===== src/rtl/pc_pkg.sv =====
// ============================================================================
// Module      : pc_pkg
// Description : Shared pc_ctrl width and operation encodings for the program
//               counter unit.
// Revision    : 1.0 - initial release
// ============================================================================
`default_nettype none

package pc_pkg;

    localparam int PC_CTRL_W = 3;

    localparam logic [PC_CTRL_W-1:0] PC_HOLD   = 3'b000;
    localparam logic [PC_CTRL_W-1:0] PC_INC    = 3'b001;
    localparam logic [PC_CTRL_W-1:0] PC_JUMP   = 3'b010;
    localparam logic [PC_CTRL_W-1:0] PC_BRANCH = 3'b011;
    localparam logic [PC_CTRL_W-1:0] PC_CALL   = 3'b100;
    localparam logic [PC_CTRL_W-1:0] PC_RET    = 3'b101;

endpackage : pc_pkg

`default_nettype wire


===== src/rtl/pc_ret_stack.sv =====
// ============================================================================
// Module      : pc_ret_stack
// Description : LIFO return-address stack with registered full/empty flags.
//               Push wins over pop; overflowing pushes and underflowing pops
//               are ignored.
// Revision    : 1.0 - initial release
// ============================================================================
`default_nettype none

module pc_ret_stack #(
    parameter int ADDR_W      = 16,
    parameter int STACK_DEPTH = 4
) (
    input  logic              clk,
    input  logic              rst,
    input  logic              push,
    input  logic              pop,
    input  logic [ADDR_W-1:0] push_data,
    output logic [ADDR_W-1:0] top_data,
    output logic              full,
    output logic              empty
);

    localparam int             PTR_W       = $clog2(STACK_DEPTH);
    localparam logic [PTR_W:0] c_DEPTH_MAX = (PTR_W + 1)'(STACK_DEPTH);

    logic [ADDR_W-1:0] r_mem [STACK_DEPTH];
    logic [PTR_W:0]    r_depth;
    logic [PTR_W:0]    w_depth_nxt;
    logic              r_full;
    logic              r_empty;
    logic              w_do_push;
    logic              w_do_pop;
    logic [PTR_W-1:0]  w_wr_idx;
    logic [PTR_W-1:0]  w_rd_idx;

    assign w_do_push = push & ~r_full;
    assign w_do_pop  = pop & ~r_empty & ~push;
    assign w_wr_idx  = r_depth[PTR_W-1:0];
    assign w_rd_idx  = w_wr_idx - PTR_W'(1);

    always_comb begin
        w_depth_nxt = r_depth;
        if (w_do_push) begin
            w_depth_nxt = r_depth + (PTR_W + 1)'(1);
        end else if (w_do_pop) begin
            w_depth_nxt = r_depth - (PTR_W + 1)'(1);
        end
    end

    always_ff @(posedge clk or negedge rst) begin
        if (!rst) begin
            r_depth <= '0;
            r_full  <= 1'b0;
            r_empty <= 1'b1;
        end else begin
            r_depth <= w_depth_nxt;
            r_full  <= (w_depth_nxt == c_DEPTH_MAX);
            r_empty <= (w_depth_nxt == '0);
        end
    end

    // Entry storage is deliberately left unreset; slots above depth are never read.
    always_ff @(posedge clk) begin
        if (w_do_push) begin
            r_mem[w_wr_idx] <= push_data;
        end
    end

    assign top_data = r_mem[w_rd_idx];
    assign full     = r_full;
    assign empty    = r_empty;

endmodule : pc_ret_stack

`default_nettype wire


===== src/rtl/pc_unit.sv =====
// ============================================================================
// Module      : pc_unit
// Description : Program counter with inc/jump/branch and optional return
//               stack. Define PC_UNIT_STACK_EN to enable CALL/RET stacking;
//               otherwise CALL acts as JUMP and RET as HOLD.
// Revision    : 1.0 - initial release
// ============================================================================
`default_nettype none

module pc_unit
    import pc_pkg::*;
#(
    parameter int ADDR_W      = 16,
    parameter int OFFS_W      = 8,
    parameter int STACK_DEPTH = 4
) (
    input  logic                 clk,
    input  logic                 rst,
    input  logic                 en_in,
    input  logic [PC_CTRL_W-1:0] pc_ctrl,
    input  logic [OFFS_W-1:0]    offset_addr,
    output logic [ADDR_W-1:0]    pc_out,
    output logic                 stk_full,
    output logic                 stk_empty,
    output logic                 stk_err
);

    logic [ADDR_W-1:0] r_pc;
    logic [ADDR_W-1:0] w_pc_nxt;
    logic [ADDR_W-1:0] w_pc_inc;
    logic [ADDR_W-1:0] w_zext;
    logic [ADDR_W-1:0] w_sext;

    assign w_pc_inc = r_pc + ADDR_W'(1);
    assign w_zext   = ADDR_W'(offset_addr);
    assign w_sext   = ADDR_W'($signed(offset_addr));

`ifdef PC_UNIT_STACK_EN
    logic              w_push;
    logic              w_pop;
    logic              w_err_nxt;
    logic              w_full;
    logic              w_empty;
    logic [ADDR_W-1:0] w_top;
    logic              r_err;
`endif

    always_comb begin
        w_pc_nxt = r_pc;
`ifdef PC_UNIT_STACK_EN
        w_push    = 1'b0;
        w_pop     = 1'b0;
        w_err_nxt = 1'b0;
`endif
        if (en_in) begin
            case (pc_ctrl)
                PC_INC:    w_pc_nxt = w_pc_inc;
                PC_JUMP:   w_pc_nxt = w_zext;
                PC_BRANCH: w_pc_nxt = r_pc + w_sext;
`ifdef PC_UNIT_STACK_EN
                PC_CALL: begin
                    if (w_full) begin
                        w_err_nxt = 1'b1;
                    end else begin
                        w_push   = 1'b1;
                        w_pc_nxt = w_zext;
                    end
                end
                PC_RET: begin
                    if (w_empty) begin
                        w_err_nxt = 1'b1;
                    end else begin
                        w_pop    = 1'b1;
                        w_pc_nxt = w_top;
                    end
                end
`else
                PC_CALL:   w_pc_nxt = w_zext;
`endif
                default:   w_pc_nxt = r_pc;
            endcase
        end
    end

    always_ff @(posedge clk or negedge rst) begin
        if (!rst) begin
            r_pc <= '0;
        end else begin
            r_pc <= w_pc_nxt;
        end
    end

    assign pc_out = r_pc;

`ifdef PC_UNIT_STACK_EN
    // The return address is the already-incremented pc, so RET resumes after the CALL.
    pc_ret_stack #(
        .ADDR_W      (ADDR_W),
        .STACK_DEPTH (STACK_DEPTH)
    ) u_ret_stack (
        .clk       (clk),
        .rst       (rst),
        .push      (w_push),
        .pop       (w_pop),
        .push_data (w_pc_inc),
        .top_data  (w_top),
        .full      (w_full),
        .empty     (w_empty)
    );

    always_ff @(posedge clk or negedge rst) begin
        if (!rst) begin
            r_err <= 1'b0;
        end else begin
            r_err <= w_err_nxt;
        end
    end

    assign stk_full  = w_full;
    assign stk_empty = w_empty;
    assign stk_err   = r_err;
`else
    assign stk_full  = 1'b0;
    assign stk_empty = 1'b1;
    assign stk_err   = 1'b0;
`endif

endmodule : pc_unit

`default_nettype wire


===== config.mk =====
export PLATFORM = sky130hd
export DESIGN_NAME = pc_unit
export DESIGN_NICKNAME = d
export VERILOG_FILES = /design/src/rtl/pc_pkg.sv /design/src/rtl/pc_ret_stack.sv /design/src/rtl/pc_unit.sv
export SDC_FILE = /design/constraint.sdc
export NUM_CORES = 1
export LEC_CHECK = 0
export CAP_MARGIN = 20
export CORE_MARGIN = 3
export CORE_UTILIZATION = 52
export DETAILED_ROUTE_END_ITERATION = 10
export GPL_ROUTABILITY_DRIVEN = 0
export PLACE_DENSITY = 0.8
export SKIP_CTS_REPAIR_TIMING = 1
export SYNTH_ARGS = -nofsm -noshare
export SYNTH_HDL_FRONTEND = slang
export SYNTH_HIERARCHICAL = 1
export SYNTH_SLANG_ARGS = --single-unit

===== constraint.sdc =====
create_clock -name clk -period 3 [get_ports clk]
set_input_delay 0.6 -clock clk [delete_from_list [all_inputs] [get_ports clk]]
set_output_delay 0.6 -clock clk [all_outputs]
set_load 0.02 [all_outputs]

# --- Yosys cells after proc, flatten, opt, wreduce, memory -nomap -nowiden ---
# Cells that the tools add are included.
word_totals:
  reg_bits: 16
  inputBits: 14
  output_inout_bits: 19
op_classes:
  addsub: 2
  n_eq_ne: 4
  n_mux: 1
  n_reduce_logical: 3
ops:
  columns: ["operator", "n"]
  rows:
  - ["$pmux 16 s3", 1]
  - ["$add 16x1->16 const B", 1]
  - ["$add 16x16->16", 1]
  - ["$eq 3x2->1 const B", 2]
  - ["$eq 3x1->1 const B", 1]
  - ["$eq 3x3->1 const B", 1]
  - ["$reduce_bool 3->1", 1]
  - ["$reduce_and 2->1", 1]
  - ["$reduce_or 2->1", 1]

# --- Depth between registers and ports, before layout ---
logic_depth:
  depth_word: 4
  ltp_mapped: 11
  ltp_nobuf: 10

# --- Worst setup path after synthesis ---
# No wires, ideal clock.
synth_path:
  path_type: "in2reg"
  startpoint: "in pc_ctrl[0]"
  endpoint: "reg r_pc[8], in the netlist pc_out[8]"
  setup_time_ns: 0.121
  t_arrival_ns: 2.803
  slack_ns: 0.076
  cell_stages: 10
  path_cell_list: "nor2b_1 -> nand3b_1 -> ha_1 -> fa_1 -> a211oi_1 -> o21ai_2 -> a21oi_1 -> mux2i_1 -> xnor2_1 -> a22o_2"
synth_between:
  elab_chain_cells: 4
  word_cells_on_any_way: 8
synth_lines:
  columns: ["element", "line", "text"]
  rows:
  - ["from (decl)", "pc_unit.sv:20", "input logic [PC_CTRL_W-1:0] pc_ctrl,"]
  - ["$eq 3x3->1 / $eq 3x2->1 (equally long branches)", "pc_unit.sv:56", "case (pc_ctrl)"]
  - ["$reduce_or 2->1 (no line)", null, null]
  - ["$reduce_bool 3->1 (no line)", null, null]
  - ["$reduce_and 2->1 (no line)", null, null]
  - ["to (signal assigned)", "pc_unit.sv:89", "r_pc <= w_pc_nxt;"]
  - ["to (decl)", "pc_unit.sv:28", "logic [ADDR_W-1:0] r_pc;"]
# Parallel ways exist; a longest one is shown, timed or not.
# A chain may end at the register's enable or synchronous reset.

# --- Worst setup path in the final report ---
layout_path:
  startpoint: "in pc_ctrl[0]"
  endpoint: "reg r_pc[13], in the netlist pc_out[13]"
# Same word-level chain as after synthesis.

==> flow_metrics.py <==
metrics = {
    "min_path": {
        "worstHoldEndpoint": "pc_out[0]",
        "min_from": "pc_out[0]",
        "holdPathStages": 2,
        "holdCritPathClass": "reg -> reg",
    },
    "placement": {
        "post-place-ws_ns": -0.342,
        "dpl_cell_area_mm2": 0.00205,
        "port_buffers": 29,
        "place_hpwl_mm": 3.20,
    },
    "cells_and_area": {
        "area_delta_synth_final_pct": 30.6,
        "fin_area_mm2": 0.00211,
        "nets": 266,
        "diodes": 0,
        "drive_gt1_frac": 0.216,
        "largest_reg_flops": 16,
    },
    "die": {
        "rows": 19,
        "core_area_mm2": 0.00285,
        "die_w_um": 61.7,
        "die_h_um": 61.7,
        "pin_count": 33,
        "dieArea_mm2": 0.00381,
        "start_util": 0.566,
    },
    "critical_path": {
        "reg2reg_from": "pc_out[0]",
        "r2r-end": "pc_out[12]",
        "path_class": "in -> reg",
        "cp-start-kind": "input port",
        "cp_top_family": "buffers and inverters",
        "worstPathArrival_ns": 3.07,
        "slowest_stage": "clkdlybuf4s50_1",
        "crit_chain": "clkdlybuf4s50_1 -> nor2b_2 -> buf_4 -> and3_1 -> ha_1 -> o21ai_1 -> o211ai_1 -> nand2_2 -> buf_4 -> o22ai_1 -> xnor2_1 -> o21ai_0",
        "required_ns": 3.17,
        "cp_num_buf_inv": 3,
        "crit_path_max_fanout": 8,
        "worst_setup_path_end_kind": "flop",
        "crit_top_cell": "buf_4",
        "r2r_slack_ns": 0.72,
        "cpPeakStageDelay_ns": 0.41,
        "rr_worst_depth": 8,
    },
    "grt": {
        "globalRouteTotalUtil": 0.254,
        "grt_max_degree": 18,
        "antenna_found_initial": 0,
        "gr-total-overflow": 0,
        "grt_pass1_vias": 1577,
        "grt_pass1_wl_mm": 7.25,
    },
    "clock_network": {
        "clkSinkCount": 16,
        "clk_pin_slew_worst_paths_ns": 0.11,
        "htreeDepth": 1,
        "cts_made_buffers": 3,
        "cts_buffer_depth": 2,
        "cts_root_buffer": "clkbuf_4",
        "cts_tree": "done",
        "worstSkewPairLatency_ns": 0.30,
    },
    "timing": {
        "hold_viol_final": 0,
        "setup_viol": 0,
        "drv_slew": 0,
        "fmax_mhz": 345,
        "hold_slack_ns": 0.528,
        "skew_ns": 0.0160,
        "tns_ns": 0,
        "period_needed_ns": 2.90,
        "slew_headroom": 0.478,
        "setup_ws_ns": 0.0982,
        "fin_crit_sh": 0.967,
        "worst-slew-pin-transition_ns": 0.780,
    },
    "logic_synthesis": {
        "synth_seq_cells": 16,
        "synth_area_leaders": "dfrtp_1, ha_1, mux2i_1",
        "ys_types": 54,
        "synthFlopType": "dfrtp_1",
        "synth_largest_area_cell": "dfrtp_1",
        "async_flop_share": 1.00,
        "syn_avg_cell_area_um2": 8.24,
        "yosysWarningCount": 6,
        "synth_area_mm2": 0.00162,
        "ys_seq_area_frac": 0.248,
        "yosys.area.top_type_share": 0.248,
        "synth_cells": 196,
        "synth_enable_flop_cells": 0,
    },
    "route": {
        "ant_nets": 0,
        "drc_errors": 0,
        "drtIter0Drc": 108,
        "wl_per_cell_um": 15.6,
        "vias_per_cell": 6.04,
        "postRouteWirelength_mm": 4.24,
        "firstDrtPassIters": 4,
        "num_vias": 1642,
    },
    "power_and_ir_drop": {
        "peakVddDrop_mv": 0.371,
        "power_per_cell_area_mw_per_mm2": 540,
        "p_leak_nw": 0.990,
    },
    "status": {
        "status": "finished clean",
    },
    "run": {
        "cap_violations": 0,
    },
}
-- layout make-up --
class / instances / area (µm²)
sequential: 16 / 400
clock buffer: 3 / 22.5
timing repair buffer: 56 / 493
multi-input combinational: 165 / 1150
inverter: 1 / 5.00
fill: 214 / 743
tap: 31 / 38.8
-- cell usage after synthesis, drive strengths merged, types with 6 or more instances --
cell	n
nand2	23
nor2	21
dfrtp	16
o21ai	15
a21oi	12
buf	9
mux2i	9
and3	8
ha	8
a211oi	7
xnor2	7
clkbuf	6
nand3	6
-- per-layer routing --
metal	track usage	share of wire	vias up
met1	0.323	0.43	779
met2	0.428	0.51	52
met5	0	0	-
met4	0.109	0.021	0
li1	-	-	803
met3	0.0372	0.040	8
-- worst max-delay path by stage --
| stage | slack [ns] | end | start | depth (start not counted) |
|---|---|---|---|---|
| after global routing | -0.01 | pc_out[7] | pc_ctrl[0] | 12 |
| after floorplan | 0.08 | pc_out[8] | pc_ctrl[0] | 10 |
| final | 0.1 | pc_out[13] | pc_ctrl[0] | 12 |
| after global placement | -0.29 | pc_out[8] | pc_ctrl[0] | 11 |
| after detailed placement | -0.34 | pc_out[8] | pc_ctrl[0] | 11 |
| after CTS | -0.02 | pc_out[8] | pc_ctrl[0] | 11 |
-- tightest hold or removal path, stage by stage, from the launching register on --
cell,delay (ns)
dfrtp_1,0.39
nand2_1,0.05
o21ai_0,0.06
-- metrics by stage --
stage,util,power (mW),instances
after floorplan,-,0.730,197
after global placement,0.718,0.963,268
after detailed placement,0.718,0.986,268
after CTS,0.726,1.11,271
after global routing,0.739,1.23,272
final,0.739,1.14,272
-- placed cells by master, fill, tap and decap left out, drive strengths merged, types with 3 or more instances in the layout --
| master | instances |
|---|---|
| dfrtp | 16 |
| and2 | 4 |
| clkdlybuf4s50 | 29 |
| buf | 27 |
| o21a | 3 |
| or3 | 4 |
| conb | 3 |
| and3 | 8 |
| a21oi | 12 |
| a21o | 3 |
| xnor2 | 7 |
| nand2 | 23 |
| o211ai | 3 |
| a211oi | 7 |
| o21ai | 15 |
| nor2 | 21 |
| ha | 8 |
| clkbuf | 3 |
| nor3 | 4 |
| a22o | 3 |
| nand3 | 6 |
| mux2i | 9 |
-- cell families (layout without fill, tap and decap cells) --
kind of cell	count (synthesis)	in the layout	share of synthesized area
multiplexers	9	9	0.0558
AO/OA/AOI/OAI	59	59	0.260
buffers and inverters	16	60	0.0620
flip-flops	16	16	0.248
other	2	3	0.00465
adder cells (fa/ha/maj)	9	9	0.0744
XOR/XNOR	8	8	0.0434
AND/OR/NAND/NOR	77	77	0.252
-- where the power goes --
group	leakage (nW)	internal, mW	switching, mW
registers	0.207	0.269	0.0826
clock network	0.0138	0.0468	0.0757
logic	0.770	0.333	0.332
total	0.990	0.649	0.490
No activity file was read; power rests on OpenSTA's default activity.
==> RTL change (config.mk and constraints unchanged) <==
Change the parameter `ADDR_W` from 16 to 17.
--- a/src/rtl/pc_unit.sv
+++ b/src/rtl/pc_unit.sv
@@ -10,7 +10,7 @@
 module pc_unit
     import pc_pkg::*;
 #(
-    parameter int ADDR_W      = 16,
+    parameter int ADDR_W      = 17,
     parameter int OFFS_W      = 8,
     parameter int STACK_DEPTH = 4
 ) (
Ports: changed (resized pc_out); port bits go from 33 to 34. No check against the original RTL was run, so the function may have changed too.
==> RTL change against the original RTL <==
  * Synthesized cell count fell by 0.51%
  * Non-clock buffer count rose by 8
  * Synthesized area fell by 2.2%
  * Cell area rose by 5.7%
  * Total power fell by 3.4%
  * Via count rose by 4.4%
  * Worst setup slack improved by 0.018 ns
  * Critical endpoint unchanged
  * Routed wire length rose by 10%
  * Final cell count rose by 4.4%
  * Critical path depth fell by 1
  * Largest power group unchanged
  * Global-route usage rose by 1.3 points
  * Sequential cell count rose by 1
==> RTL change: results (changes against the original RTL) <==
clock skew 0.00578 ns (-0.0102 ns); GR Util met3 0.0482 (+0.0110); Worst IR Drop VDD 331 uV (-11%); final non-filler cell total 284 (+4.4%); Via density 6.04 (about the same); routed wl met3 220 um (+29%); vias in the first global route 1670 (+5.9%); pre-CTS setup slack -0.614 ns (-0.271 ns); DRT met1 WL 2090 um (+15%); Largest register FFs 17 (+1); Total GRT Usage 0.267 (+0.0128); Int Power 0.653 mW (+0.65%); slowest stage delay, CP 0.45 ns (+0.04 ns); Worst Min Path Start pc_out[14]$_DFFE_PN0P_; sw frac 0.407 (-0.0238); Cell variety after synth 50 (-7.4%); Routed met2 length 2250 um (+3.9%); Crit-path slowest cell clkdlybuf4s50_1; Gate power share 0.570 (-0.014); number of antenna violations at the first check in global routing 0 (unchanged); top cells by count, synth 17 x a21oi_1, 17 x dfrtp_1, 16 x nand2_1; post-synthesis sequential area ratio 0.269 (+0.0213); DRT Pass-1 Iters 4 (unchanged); RR Endpoint pc_out[10]$_DFFE_PN0P_; met2 Use GR 0.441 (+0.0136); top cells by area, synth dfrtp_1 27%, ha_1 6.3%, a21oi_1 5.4%; layout cells sized above 1 0.245 (+0.0293); outcome finished, final reports clean; Hold EP pc_out[14]$_DFFE_PN0P_; dpl hpwl 3440 um (+7.4%); Post-Place Cell Area 2090 um2 (+2.0%); Worst Setup SP pc_ctrl[1]; first-pass GRT wire length 7460 um (+2.9%); met1 Track Usage GR 0.341 (+0.0188); P_leak 0.989 nW (-0.16%); maximum clock frequency 347 MHz (+0.62%)
-- RTL change: cell types whose count changed in the layout (fill, tap and decap cells not counted), sizes merged, moves of 7 or more --
cell / delta
a211oi: -7
a21oi: +7
buf: +7
inv: +7
nand2: -7
nor2: -7
-- RTL change: final cells by class --
class / instances / area [um2]
Fill cell: 210 / 599
Tap cell: 31 / 38.8
Clock buffer: 4 / 26.3
Sequential cell: 17 / 425
Timing Repair Buffer: 64 / 561
Inverter: 7 / 26.3
Multi-Input combinational cell: 161 / 1150
-- RTL change: kinds of logic (layout without fill, tap and decap cells) --
group,after synthesis,in the layout,share of synthesized area
AOI/OAI and AO/OA,53,53,0.204
adders and majority gates,9,9,0.0760
muxes,9,9,0.0578
and+or+nand+nor,80,80,0.291
buffers and inverters,18,75,0.0586
DFF,17,17,0.269
xor gates and xnor gates,7,7,0.0388
other,2,3,0.00475
